==> src/rtl/syn_gpu_pxl_gw.sv <==
// Pixel gateway responder: turns (posx, posy) pixel requests into linear
// frame-buffer accesses on a request/grant memory port. Read data comes back
// to the requester in order.
module syn_gpu_pxl_gw #(
    parameter int P_X_W       = 10,
    parameter int P_Y_W       = 9,
    parameter int P_PXL_W     = 8,
    parameter int P_H_RES     = 640,
    parameter int P_V_RES     = 480,
    parameter int P_FB_ADDR_W = 19,
    parameter int P_REQ_DEPTH = 4,
    parameter int P_MAX_RD    = 4
) (
    input  logic                   clk_ir,
    input  logic                   rst_sync,
    input  logic [P_PXL_W-1:0]     pxl,
    input  logic                   pxl_wr_valid,
    input  logic                   pxl_rd_valid,
    input  logic [P_X_W-1:0]       posx,
    input  logic [P_Y_W-1:0]       posy,
    output logic                   ready,
    output logic [P_PXL_W-1:0]     rd_pxl,
    output logic                   rd_rdy,
    output logic                   mem_req,
    output logic                   mem_wr,
    output logic [P_FB_ADDR_W-1:0] mem_addr,
    output logic [P_PXL_W-1:0]     mem_wdata,
    input  logic                   mem_gnt,
    input  logic [P_PXL_W-1:0]     mem_rdata,
    input  logic                   mem_rvalid,
    output logic [15:0]            oob_cnt,
    output logic                   proto_err
);
    localparam int AW  = $clog2(P_REQ_DEPTH);
    localparam int TW  = $clog2(P_MAX_RD);
    localparam int CW  = AW + 1;
    localparam int TCW = TW + 1;
    localparam logic [P_FB_ADDR_W-1:0] H_RES_A = P_FB_ADDR_W'(P_H_RES);

    typedef struct packed {
        logic                   wr;
        logic [P_FB_ADDR_W-1:0] addr;
        logic [P_PXL_W-1:0]     data;
        logic                   oob;
    } req_t;

    // Request FIFO and return-tag queue (tag = "this read was out of range")
    req_t           req_mem [P_REQ_DEPTH];
    logic [AW-1:0]  req_wp, req_rp;
    logic [CW-1:0]  req_cnt, rd_in_fifo;
    logic           tag_mem [P_MAX_RD];
    logic [TW-1:0]  tag_wp, tag_rp;
    logic [TCW-1:0] tag_cnt;

    req_t           head, new_req;
    logic           head_vld, acc, pop, tag_push;
    logic           tag_head, tag_vld, tag_pop, stray;
    logic [CW-1:0]  req_cnt_n, rd_fifo_n;
    logic [TCW-1:0] tag_cnt_n;
    logic           ready_n;

    assign head     = req_mem[req_rp];
    assign tag_head = tag_mem[tag_rp];

    // Accept/pop decisions, next-state occupancy for the registered ready
    always_comb begin
        acc          = (pxl_wr_valid | pxl_rd_valid) & ready;
        new_req.wr   = pxl_wr_valid;  // write wins when both are raised
        new_req.addr = P_FB_ADDR_W'(posy) * H_RES_A + P_FB_ADDR_W'(posx);
        new_req.data = pxl;
        new_req.oob  = (int'(posx) >= P_H_RES) | (int'(posy) >= P_V_RES);

        head_vld = (req_cnt != '0);
        pop      = head_vld & (head.oob | mem_gnt);
        tag_push = pop & ~head.wr;

        tag_vld  = (tag_cnt != '0);
        // oob tags drain immediately; real reads wait for memory data
        tag_pop  = tag_vld & (tag_head | mem_rvalid);
        stray    = mem_rvalid & (~tag_vld | tag_head);

        req_cnt_n = req_cnt + CW'(acc) - CW'(pop);
        rd_fifo_n = rd_in_fifo + CW'(acc & ~pxl_wr_valid) - CW'(tag_push);
        tag_cnt_n = tag_cnt + TCW'(tag_push) - TCW'(tag_pop);
        ready_n   = (int'(req_cnt_n) < P_REQ_DEPTH) &&
                    (int'(tag_cnt_n) + int'(rd_fifo_n) < P_MAX_RD);
    end

    // Memory port is driven straight from the FIFO head; oob heads never request
    always_comb begin
        mem_req   = head_vld & ~head.oob;
        mem_wr    = 1'b0;
        mem_addr  = '0;
        mem_wdata = '0;
        if (mem_req) begin
            mem_wr    = head.wr;
            mem_addr  = head.addr;
            mem_wdata = head.data;
        end
    end

    // Queue storage; contents only matter where the counts say they are valid
    always_ff @(posedge clk_ir) begin
        if (acc)      req_mem[req_wp] <= new_req;
        if (tag_push) tag_mem[tag_wp] <= head.oob;
    end

    // Pointers, counts, return path and status
    always_ff @(posedge clk_ir) begin
        if (rst_sync) begin
            req_wp     <= '0;
            req_rp     <= '0;
            req_cnt    <= '0;
            rd_in_fifo <= '0;
            tag_wp     <= '0;
            tag_rp     <= '0;
            tag_cnt    <= '0;
            ready      <= 1'b0;
            rd_rdy     <= 1'b0;
            rd_pxl     <= '0;
            oob_cnt    <= '0;
            proto_err  <= 1'b0;
        end else begin
            if (acc)      req_wp <= req_wp + 1'b1;
            if (pop)      req_rp <= req_rp + 1'b1;
            if (tag_push) tag_wp <= tag_wp + 1'b1;
            if (tag_pop)  tag_rp <= tag_rp + 1'b1;
            req_cnt    <= req_cnt_n;
            rd_in_fifo <= rd_fifo_n;
            tag_cnt    <= tag_cnt_n;
            ready      <= ready_n;

            rd_rdy <= tag_pop;
            if (tag_pop) rd_pxl <= tag_head ? '0 : mem_rdata;

            if (pop & head.oob) oob_cnt <= oob_cnt + 16'd1;
            if ((acc & pxl_wr_valid & pxl_rd_valid) | stray) proto_err <= 1'b1;
        end
    end
endmodule

==> config.mk <==
export PLATFORM = sky130hd
export DESIGN_NAME = syn_gpu_pxl_gw
export DESIGN_NICKNAME = d
export VERILOG_FILES = /design/src/rtl/syn_gpu_pxl_gw.sv
export SDC_FILE = /design/constraint.sdc
export NUM_CORES = 1
export LEC_CHECK = 0
export ABC_AREA = 1
export ABC_CLOCK_PERIOD_IN_PS = 8400
export CORE_UTILIZATION = 60
export DETAILED_ROUTE_END_ITERATION = 8
export PLACE_DENSITY = 0.95
export SYNTH_ARGS = -nofsm -noshare
export SYNTH_HDL_FRONTEND = slang
export SYNTH_SLANG_ARGS = --single-unit
==> constraint.sdc <==
create_clock -name clk_ir -period 8.4 [get_ports clk_ir]
set_clock_uncertainty 0.05 [all_clocks]
set_input_delay 1.26 -clock clk_ir [delete_from_list [all_inputs] [get_ports clk_ir]]
set_output_delay 1.26 -clock clk_ir [all_outputs]
set_load 0.02 [all_outputs]
* Yosys cells after proc, flatten, opt, wreduce, memory -nomap -nowiden
Memories as Yosys holds them, arrays and structs flattened. A register that Yosys moved wholly into a read port is not among the register bits. Index checks and enable logic that the tools add are counted.
Storage, ports and cells: bits in registers 44, RAM bits 120, input bits 41, output and inout bits 56, logic and storage cells 67, memories 2
Memories:
- req_mem | depth 4, bits a word 29, rd ports 1, clocked after Yosys merged registers in 1, write ports 1, RTL line 48 | req_t req_mem [P_REQ_DEPTH];
- tag_mem | depth 4, bits a word 1, rd ports 1, clocked after Yosys merged registers in 1, write ports 1, RTL line 51 | logic tag_mem [P_MAX_RD];
Operators by class: $add $sub $neg 13, $mul 1, magnitude comparators 4, mux-type cells 12, bitwise gates (word level) 20, reduce and logical (&&, ||, !) cells 3
Operators with widths (count):
- adder 19 x 10 -> 19 bit | 1
- 2-to-1 mux 19 bit | 1
- adder 16 x 1 -> 16 bit, second input constant | 1
- 2-to-1 mux 8 bit | 2
- multiplier 9 x 3 -> 12 bit, second input constant | 1
- >= comparator 10 bit, second input constant | 1
- bitwise AND 1 bit | 9
- >= comparator 9 bit, second input constant | 1
- subtractor 3 x 1 -> 3 bit | 3
- adder 2 x 1 -> 2 bit, second input constant | 4
- 2-to-1 mux 2 bit | 4
- adder 3 x 1 -> 3 bit | 2
- bitwise OR 1 bit | 6
- nonzero test 3 bit | 2
- 2-to-1 mux 1 bit | 5
- adder 3 x 3 -> 4 bit | 1
- < comparator 4 x 3 -> 1 bit, second input constant | 1
- adder 3 bit | 1
- bitwise AND 1 x 3 -> 3 bit | 1
- < comparator 3 bit, second input constant | 1
- NOT 1 bit | 3
- NOT 1 -> 3 bit | 1
- logical AND 1 bit | 1

* Longest topological paths before layout
Gate-level depths: netlist (run 1).
word-level depth 8, mapped depth 17, gate-level depth less buffers 16

* Least setup slack after synthesis (run 1)
OpenSTA, ideal clock, no wires.
path kind input to register, from in mem_rvalid, to reg ready, setup time 0.060 ns, arrival time 3.531 ns, required time 8.290 ns, path slack 4.759 ns, cell stages on the path 13, buffers on the path 0, cell sequence inv_1 > a21oi_1 > clkinv_1 > nand3_1 > nand2_1 > ha_1 > fa_1 > xor2_1 > xor2_1 > inv_1 > ha_1 > nor4_1 > and3_1
Between the ends: cells in the longest elaborated chain, start to end 6
RTL lines:
- from (decl) | RTL line 30 | input logic mem_rvalid,
- bitwise OR 1 bit | RTL line 79 | tag_pop = tag_vld & (tag_head | mem_rvalid);
- bitwise AND 1 bit | RTL line 79
- subtractor 3 x 1 -> 3 bit | RTL line 84 | tag_cnt_n = tag_cnt + TCW'(tag_push) - TCW'(tag_pop);
- net tag_cnt_n[2] | RTL line 59 | logic [TCW-1:0] tag_cnt_n;
- adder 3 x 3 -> 4 bit | RTL line 86 | (int'(tag_cnt_n) + int'(rd_fifo_n) < P_MAX_RD);
- < comparator 4 x 3 -> 1 bit | RTL line 86
- logical AND 1 bit | RTL line 85 | ready_n = (int'(req_cnt_n) < P_REQ_DEPTH) &&
- to (signal assigned) | RTL line 131 | ready <= ready_n;
- to (decl) | RTL line 21 | output logic ready,
The timed path passes the listed nets, and every way through them passes these cells. A chain may end at the register's enable or synchronous reset.

==> results of run 1 <==
-- worst max-delay path: stages (launching register included) --
cell and delay [ns]:
sky130_fd_sc_hd__dfxtp_2 1.06, sky130_fd_sc_hd__inv_2 0.65, sky130_fd_sc_hd__nand2_1 0.22, sky130_fd_sc_hd__nand3_1 0.11, sky130_fd_sc_hd__nand2_2 0.16, sky130_fd_sc_hd__inv_4 0.08
sky130_fd_sc_hd__nor2_8 0.10, sky130_fd_sc_hd__inv_4 0.14, sky130_fd_sc_hd__a21oi_1 0.25, sky130_fd_sc_hd__clkdlybuf4s50_1 0.65
-- power by group --
| group | total (µW) | internal (µW) | switching [µW] |
|---|---|---|---|
| clock network | 806 | 510 | 295 |
| logic | 1200 | 436 | 766 |
| registers | 1070 | 980 | 89.1 |
| total | 3080 | 1930 | 1150 |
-- cell usage in the layout (no fill, tap or decap), types with 2 or more instances in the layout --
| master | n |
|---|---|
| sky130_fd_sc_hd__inv_1 | 70 |
| sky130_fd_sc_hd__nor2_1 | 154 |
| sky130_fd_sc_hd__ha_1 | 31 |
| sky130_fd_sc_hd__nand2_1 | 126 |
| sky130_fd_sc_hd__nand4_1 | 6 |
| sky130_fd_sc_hd__nor3_1 | 13 |
| sky130_fd_sc_hd__nor2_2 | 4 |
| sky130_fd_sc_hd__clkinv_1 | 2 |
| sky130_fd_sc_hd__inv_4 | 2 |
| sky130_fd_sc_hd__o21ai_1 | 2 |
| sky130_fd_sc_hd__nand3_1 | 42 |
| sky130_fd_sc_hd__inv_2 | 3 |
| sky130_fd_sc_hd__bufinv_16 | 4 |
| sky130_fd_sc_hd__clkinv_2 | 4 |
| sky130_fd_sc_hd__a21oi_1 | 62 |
| sky130_fd_sc_hd__edfxtp_1 | 120 |
| sky130_fd_sc_hd__xor2_1 | 15 |
| sky130_fd_sc_hd__clkdlybuf4s50_1 | 96 |
| sky130_fd_sc_hd__fa_1 | 5 |
| sky130_fd_sc_hd__dfxtp_1 | 47 |
| sky130_fd_sc_hd__buf_4 | 7 |
| sky130_fd_sc_hd__clkbuf_8 | 2 |
| sky130_fd_sc_hd__clkbuf_1 | 3 |
| sky130_fd_sc_hd__xnor2_1 | 5 |
| sky130_fd_sc_hd__nand2_2 | 3 |
| sky130_fd_sc_hd__o21ai_0 | 61 |
| sky130_fd_sc_hd__clkbuf_16 | 17 |
-- per-stage QoR --
step / util, % / setup slack [ns] / hold slack [ns]
5_1_grt: 75.2 / 2.94 / 0.448
4_1_cts: 75.2 / 3.28 / 0.422
3_5_place_dp: 70.3 / 3.74 / 0.410
6_report: 75.2 / 3.25 / 0.426
2_1_floorplan: - / 4.76 / 0.407
3_3_place_gp: 70.3 / 3.88 / 0.398
-- synthesized netlist by cell type --
library cell,number,area share [%]
sky130_fd_sc_hd__nor2_1,158,7.6
sky130_fd_sc_hd__nand2_1,126,6.1
sky130_fd_sc_hd__edfxtp_1,120,46
sky130_fd_sc_hd__inv_1,70,3.4
sky130_fd_sc_hd__a21oi_1,62,4.0
sky130_fd_sc_hd__o21ai_0,61,3.9
sky130_fd_sc_hd__dfxtp_1,48,12
sky130_fd_sc_hd__nand3_1,42,2.7
sky130_fd_sc_hd__ha_1,31,5.0
sky130_fd_sc_hd__xor2_1,15,1.7
sky130_fd_sc_hd__nor3_1,13,0.84
sky130_fd_sc_hd__clkbuf_1,12,0.58
sky130_fd_sc_hd__buf_2,7,0.45
sky130_fd_sc_hd__nand4_1,6,0.48
sky130_fd_sc_hd__buf_6,5,0.72
sky130_fd_sc_hd__fa_1,5,1.3
sky130_fd_sc_hd__xnor2_1,5,0.56
sky130_fd_sc_hd__buf_1,3,0.14
sky130_fd_sc_hd__inv_2,3,0.14
sky130_fd_sc_hd__nand2_2,3,0.24
sky130_fd_sc_hd__inv_4,2,0.16
sky130_fd_sc_hd__o21ai_1,2,0.13
sky130_fd_sc_hd__a21oi_2,1,0.11
sky130_fd_sc_hd__a31oi_1,1,0.080
sky130_fd_sc_hd__and3_1,1,0.080
sky130_fd_sc_hd__buf_4,1,0.096
sky130_fd_sc_hd__clkinv_1,1,0.048
sky130_fd_sc_hd__nand3b_1,1,0.096
sky130_fd_sc_hd__nor2_8,1,0.26
sky130_fd_sc_hd__nor3_2,1,0.13
sky130_fd_sc_hd__nor3_4,1,0.21
sky130_fd_sc_hd__nor4_1,1,0.080
sky130_fd_sc_hd__or2_2,1,0.080
-- state kept, by name, summed over array words and instances (netlist names), named ones only --
signal,count
req_mem,116
oob_cnt,16
rd_pxl,8
tag_mem,4
rd_in_fifo,3
req_cnt,3
tag_cnt,3
req_rp,2
req_wp,2
tag_rp,2
tag_wp,2
proto_err,1
rd_rdy,1
ready,1
-- path summary, 6_finish.rpt --
path              startpoint            to  slack, ns
setup / recovery   flip-flop  mem_addr[17]       3.25
hold / removal     rd_pxl[5]     rd_pxl[5]       0.43
setup reg to reg   flip-flop         ready       3.38
hold reg to reg    rd_pxl[5]     rd_pxl[5]       0.43
-- logic make-up after synthesis --
kind of cell,after synthesis
buffers and inverters,104
flip-flops,168
AO/OA/AOI/OAI,127
XOR/XNOR,20
adder cells (fa/ha/maj),36
AND/OR/NAND/NOR,355
-- area by class of cell --
type / count / area [µm²]
well taps: 172 / 215
multi-input cells: 538 / 2780
repair buffers: 103 / 1010
fillers: 747 / 3140
flip-flops and latches: 168 / 4570
clock inverters: 10 / 151
clock buffers: 22 / 464
inverters: 76 / 290
-- per-layer routing --
metal,vias to the layer above,track usage [%],share of wire (%)
met3,86,6.28,6.3
li1,2894,-,-
met2,313,50.9,51
met5,-,0,0
met4,0,15.7,4.7
met1,2934,32.7,38
==> flow_summary_export.csv, run 1 <==
group,metric,value,unit
outcome,status,"finished clean",
worst_hold_path,holdPathStages,2,
sta,max_freq,0.194,GHz
die,area_of_the_placeable_core,12600,µm²
yosys,synth-compound-area-share,8.23,%
placement,place.gp.congestion,0.879,
worst_setup_path,start_kind,"flip-flop",
yosys,synth_area,7780,µm²
routing,remaining_drc_errors,0,
sta,tightestPinTransition,1.11,ns
routing,first_pass_iters,6,
yosys,synthCells,810,
sta,final-hold-violation-count,0,
grt,grt_max_degree,60,
finish,design_area,9480,µm²
sta,max_slew_margin,26.1,%
yosys,post_synth.cell_area_avg,9.61,µm²
power,ir_drop,0.186,mV
die,ioPinCount,97,
power,report.power.total,3080,µW
worst_hold_path,min_path_type,"flip-flop to flip-flop",
clocking,cts_h_tree_lvls,4,
clocking,clock-sinks,168,
finish,fin_cells,1089,
routing,detail_route.wirelength,18700,µm
clocking,clk_root_buffer_cell,"sky130_fd_sc_hd__clkbuf_16",
placement,port_buffers,96,
clocking,cts.path.max_buffers,2,
die,initial_core_util,61.7,%
clocking,tritoncts,"yes",
finish,nNetsFinal,981,
job,cap_violations,0,
clocking,cts-hold-fix-buffers,0,
worst_setup_path,path_class,"flip-flop to primary output",
yosys,yosys_warnings,0,
sta,grt_setup_unrepaired,"false",
worst_setup_path,crit_arrival,3.84,ns
die,die_outline_area,13400,µm²
yosys,synthSimpleGateAreaFrac,18.9,%
yosys,synth-xor-area-share,2.25,%
die,chipHeight,116,µm
routing,route.antenna.remaining_nets,0,
sta,setup_viol,0,
clocking,post_cts_buffers,0,
grt,overflow,0,
routing,post_drt_via_cell_ratio,5.72,
clocking,clk_pin_slew_worst_paths,0.06,ns
yosys,synth-seq-cells,168,
grt,grt_pass1_vias,6079,
worst_setup_path,crit_path_end_kind,"primary output",
placement,placed_cells,1057,
sta,min_period,5.15,ns
worst_setup_path,path_max_fanout,59,
yosys,synth_fa_ha_area_share,6.27,%
grt,grt.total_usage,28.9,%
clocking,cts-buffers-inserted,17,
finish,area_growth_syn_to_layout,21.8,%
yosys,yosys-mux-area-fraction,0,%
grt,grt_pass1_wl,29000,µm
die,dieWidth,116,µm
routing,routed-via-count,6227,
placement,detailed_place_hpwl,11100,µm
sta,timing.setup.tns,0,ns
yosys,dominant_combinational_cell_family_by_area_after_synthesis,"simple AND/OR/NAND/NOR gates",
yosys,synth_nets,887,
die,placementRows,41,
worst_setup_path,ff2ff_path_depth,16,
routing,detailedRoute.firstIterationViolations,716,
finish,n_antenna_cell,0,
power,power.density_cell_area,324,nW/µm²
sta,slew_viol_final,0,
power,p_leak,0.00360,µW
clocking,ctsResizeCount,0,
placement,instance_area_after_placement,8870,µm²
finish,layout-drive-gt1-share,5.78,%
grt,grt_antenna_before_repair,0,
yosys,synth.yosys.seq_area_share,58.6,%
clocking,worst_skew_pair.late_latency,0.42,ns
worst_setup_path,cp_data_required_time,7.09,ns
yosys,synthDistinctLibCells,33,
sta,period_share,61.3,%
routing,wire_per_inst,17.2,µm
Power figures use the tool's default switching activity.
==> inputs of run 2 (changes only) <==
--- a/config.mk
+++ b/config.mk
@@ -6,10 +6,10 @@
 export NUM_CORES = 1
 export LEC_CHECK = 0
 export ABC_AREA = 1
-export ABC_CLOCK_PERIOD_IN_PS = 8400
-export CORE_UTILIZATION = 60
+export ABC_CLOCK_PERIOD_IN_PS = 5060
+export CORE_UTILIZATION = 56
 export DETAILED_ROUTE_END_ITERATION = 8
-export PLACE_DENSITY = 0.95
+export PLACE_DENSITY = 0.91
 export SYNTH_ARGS = -nofsm -noshare
 export SYNTH_HDL_FRONTEND = slang
 export SYNTH_SLANG_ARGS = --single-unit
==> constraint.sdc (replaced) <==
create_clock -name clk_ir -period 5.06 [get_ports clk_ir]
set_clock_uncertainty 0.05 [all_clocks]
set_input_delay 0.759 -clock clk_ir [delete_from_list [all_inputs] [get_ports clk_ir]]
set_output_delay 0.759 -clock clk_ir [all_outputs]
set_load 0.02 [all_outputs]
==> run 2 against run 1 <==
First-iteration DRC count decreased by 9.5%. Core utilization shrank 4.5 points. Total power increased by 62%. Global-route usage is 3.3 points lower. Clock-buffer cell count decreased by 3. Non-clock buffer count is 1 higher. Critical path depth is 7 higher. Highest routed layer unchanged.
==> flow_summary_export.csv, run 2 (same netlist as run 1, synthesis figures left out) <==
group,metric,value,unit
outcome,status,"finished clean",
die,area_of_the_placeable_core,13400,µm²
placement,dp_worst_setup_slack,0.876,ns
finish,layout.cells.most_common,"sky130_fd_sc_hd__nor2_1",
power,ir_drop,0.336,mV
grt,overflow,0,
clocking,clk_root_buffer_cell,"sky130_fd_sc_hd__clkbuf_16",
job,cap_violations,0,
clocking,clock-sinks,168,
worst_setup_path,start_kind,"flip-flop",
worst_setup_path,r2r_setup_slack,0.64,ns
grt,grt_antenna_before_repair,0,
routing,detailedRoute.firstIterationViolations,648,
sta,max_freq,0.226,GHz
worst_hold_path,holdPathStages,2,
grt,grt_pass1_wl,28000,µm
grt,grt_pass1_vias,5950,
clocking,cts.path.max_buffers,2,
finish,largest_register_ffs,116,
worst_hold_path,min_path_type,"flip-flop to flip-flop",
worst_hold_path,whs_endpoint,"rd_pxl[3]",
routing,remaining_drc_errors,0,
finish,most_flops_register,"req_mem",
finish,mostFrequentLayoutCells,"sky130_fd_sc_hd__nor2_1, sky130_fd_sc_hd__nand2_1, sky130_fd_sc_hd__edfxtp_1",
grt,grt.total_usage,25.6,%
placement,port_buffers,96,
clocking,cts_h_tree_lvls,4,
finish,nNetsFinal,982,
finish,fin_cells,1094,
sta,timing.setup.tns,0,ns
die,placementRows,42,
worst_setup_path,r2r_end,"ready",
finish,area_growth_syn_to_layout,21.6,%
finish,postLayoutCoreUtil,70.6,%
sta,slew_viol_final,0,
routing,first_pass_iters,6,
worst_setup_path,worst_path_max_delay_cell,"sky130_fd_sc_hd__dfxtp_2",
finish,n_antenna_cell,0,
placement,detailed_place_hpwl,10300,µm
sta,final-hold-violation-count,0,
worst_setup_path,cpPeakStageDelay,0.69,ns
routing,post_drt_via_cell_ratio,5.49,
sta,min_period,4.42,ns
worst_setup_path,cp_data_required_time,5.38,ns
grt,grt_max_degree,37,
worst_setup_path,path_max_fanout,30,
worst_setup_path,ff2ff_path_depth,16,
power,power.density_cell_area,526,nW/µm²
clocking,cts-hold-fix-buffers,0,
finish,layout-drive-gt1-share,6.10,%
sta,setup_viol,0,
die,initial_core_util,58.1,%
die,chipHeight,120,µm
clocking,post_cts_buffers,0,
finish,fill_cells,889,
clocking,clk_pin_slew_worst_paths,0.06,ns
worst_setup_path,crit_path_end_kind,"flip-flop",
clocking,tritoncts,"yes",
worst_setup_path,path_class,"flip-flop to flip-flop",
sta,max_slew_margin,12.4,%
clocking,ctsResizeCount,0,
worst_setup_path,crit_arrival,4.74,ns
die,ioPinCount,97,
clocking,cts-buffers-inserted,17,
sta,period_share,87.4,%
die,dieWidth,120,µm
worst_setup_path,crit_path_cell_trace,"buf_4, nand2_1, nand3_1, nand2_2, a21oi_2, nand2_2, nand2_1, nand2_1, ha_1, fa_1, xor2_1, xor2_1, inv_1, ha_1, nor4_1, and3_1",
placement,place.gp.congestion,0.842,
worst_hold_path,holdCritStartpoint,"rd_pxl[3]",
routing,wire_per_inst,16.0,µm
routing,routed-via-count,6001,
sta,tightestPinTransition,1.31,ns
placement,placed_cells,1062,
routing,route.antenna.remaining_nets,0,
finish,reg_top3,"req_mem: 116 flops, oob_cnt: 16 flops, rd_pxl: 8 flops",
sta,final_critical_path_setup_slack,0.637,ns
routing,detail_route.wirelength,17500,µm
sta,grt_setup_unrepaired,"false",
finish,design_area,9460,µm²
die,die_outline_area,14400,µm²
power,p_leak,0.00358,µW
clocking,worst_skew_pair.late_latency,0.42,ns
worst_setup_path,cp_common_cell,"sky130_fd_sc_hd__nand2_1",
placement,instance_area_after_placement,8890,µm²
run 2: metrics by stage:
stage	power, µW	hold slack, ns
floorplan	3040	0.407
global placement	3580	0.398
detailed placement	3660	0.402
CTS	4970	0.410
global route	5250	0.425
finish	4980	0.411
run 2: area by class of cell:
type	count	area, µm²	share of cell area, %
Tap cell	176	220	2.33
Clock inverter	13	145	1.53
Timing Repair Buffer	104	1020	10.8
Clock buffer	19	433	4.57
Multi-Input combinational cell	538	2790	29.5
Sequential cell	168	4570	48.2
Inverter	76	290	3.07
run 2: critical path, delay by kind of cell (launching register included):
kind | cells | cell delay [ns]
compound gates | 1 | 0.51
xor+xnor | 2 | 0.39
fa+ha+maj | 3 | 0.86
buf+inv | 2 | 0.50
flops | 1 | 0.69
simple gates | 8 | 1.35
run 2: layer usage:
layer / global-route usage [%] / vias up / routed length (µm)
li1: - / 2909 / -
met1: 29.5 / 2799 / 6890
met2: 43.9 / 247 / 8940
met3: 5.56 / 46 / 1120
met4: 14.8 / 0 / 568
met5: 0 / - / 0
run 2: report_power, final:
part           total (µW)  internal, µW  switching [µW]
clock                1260           733             531
sequential           1750          1630             119
combinational        1970           718            1260
run 2: worst max path at each step:
| stage | endpoint | depth (start not counted) |
|---|---|---|
| 5_1_grt | ready | 16 |
| 6_report | ready | 16 |
| 3_5_place_dp | ready | 16 |
| 4_1_cts | ready | 16 |
| 3_3_place_gp | ready | 16 |
| 2_1_floorplan | ready | 13 |
==> inputs of run 3 (changes only) <==
--- a/config.mk
+++ b/config.mk
@@ -13,3 +13,4 @@
 export SYNTH_ARGS = -nofsm -noshare
 export SYNTH_HDL_FRONTEND = slang
 export SYNTH_SLANG_ARGS = --single-unit
+export TNS_END_PERCENT = 10
==> results of run 3 <==
The final DEF is identical to that of run 2; final timing and power are the same.
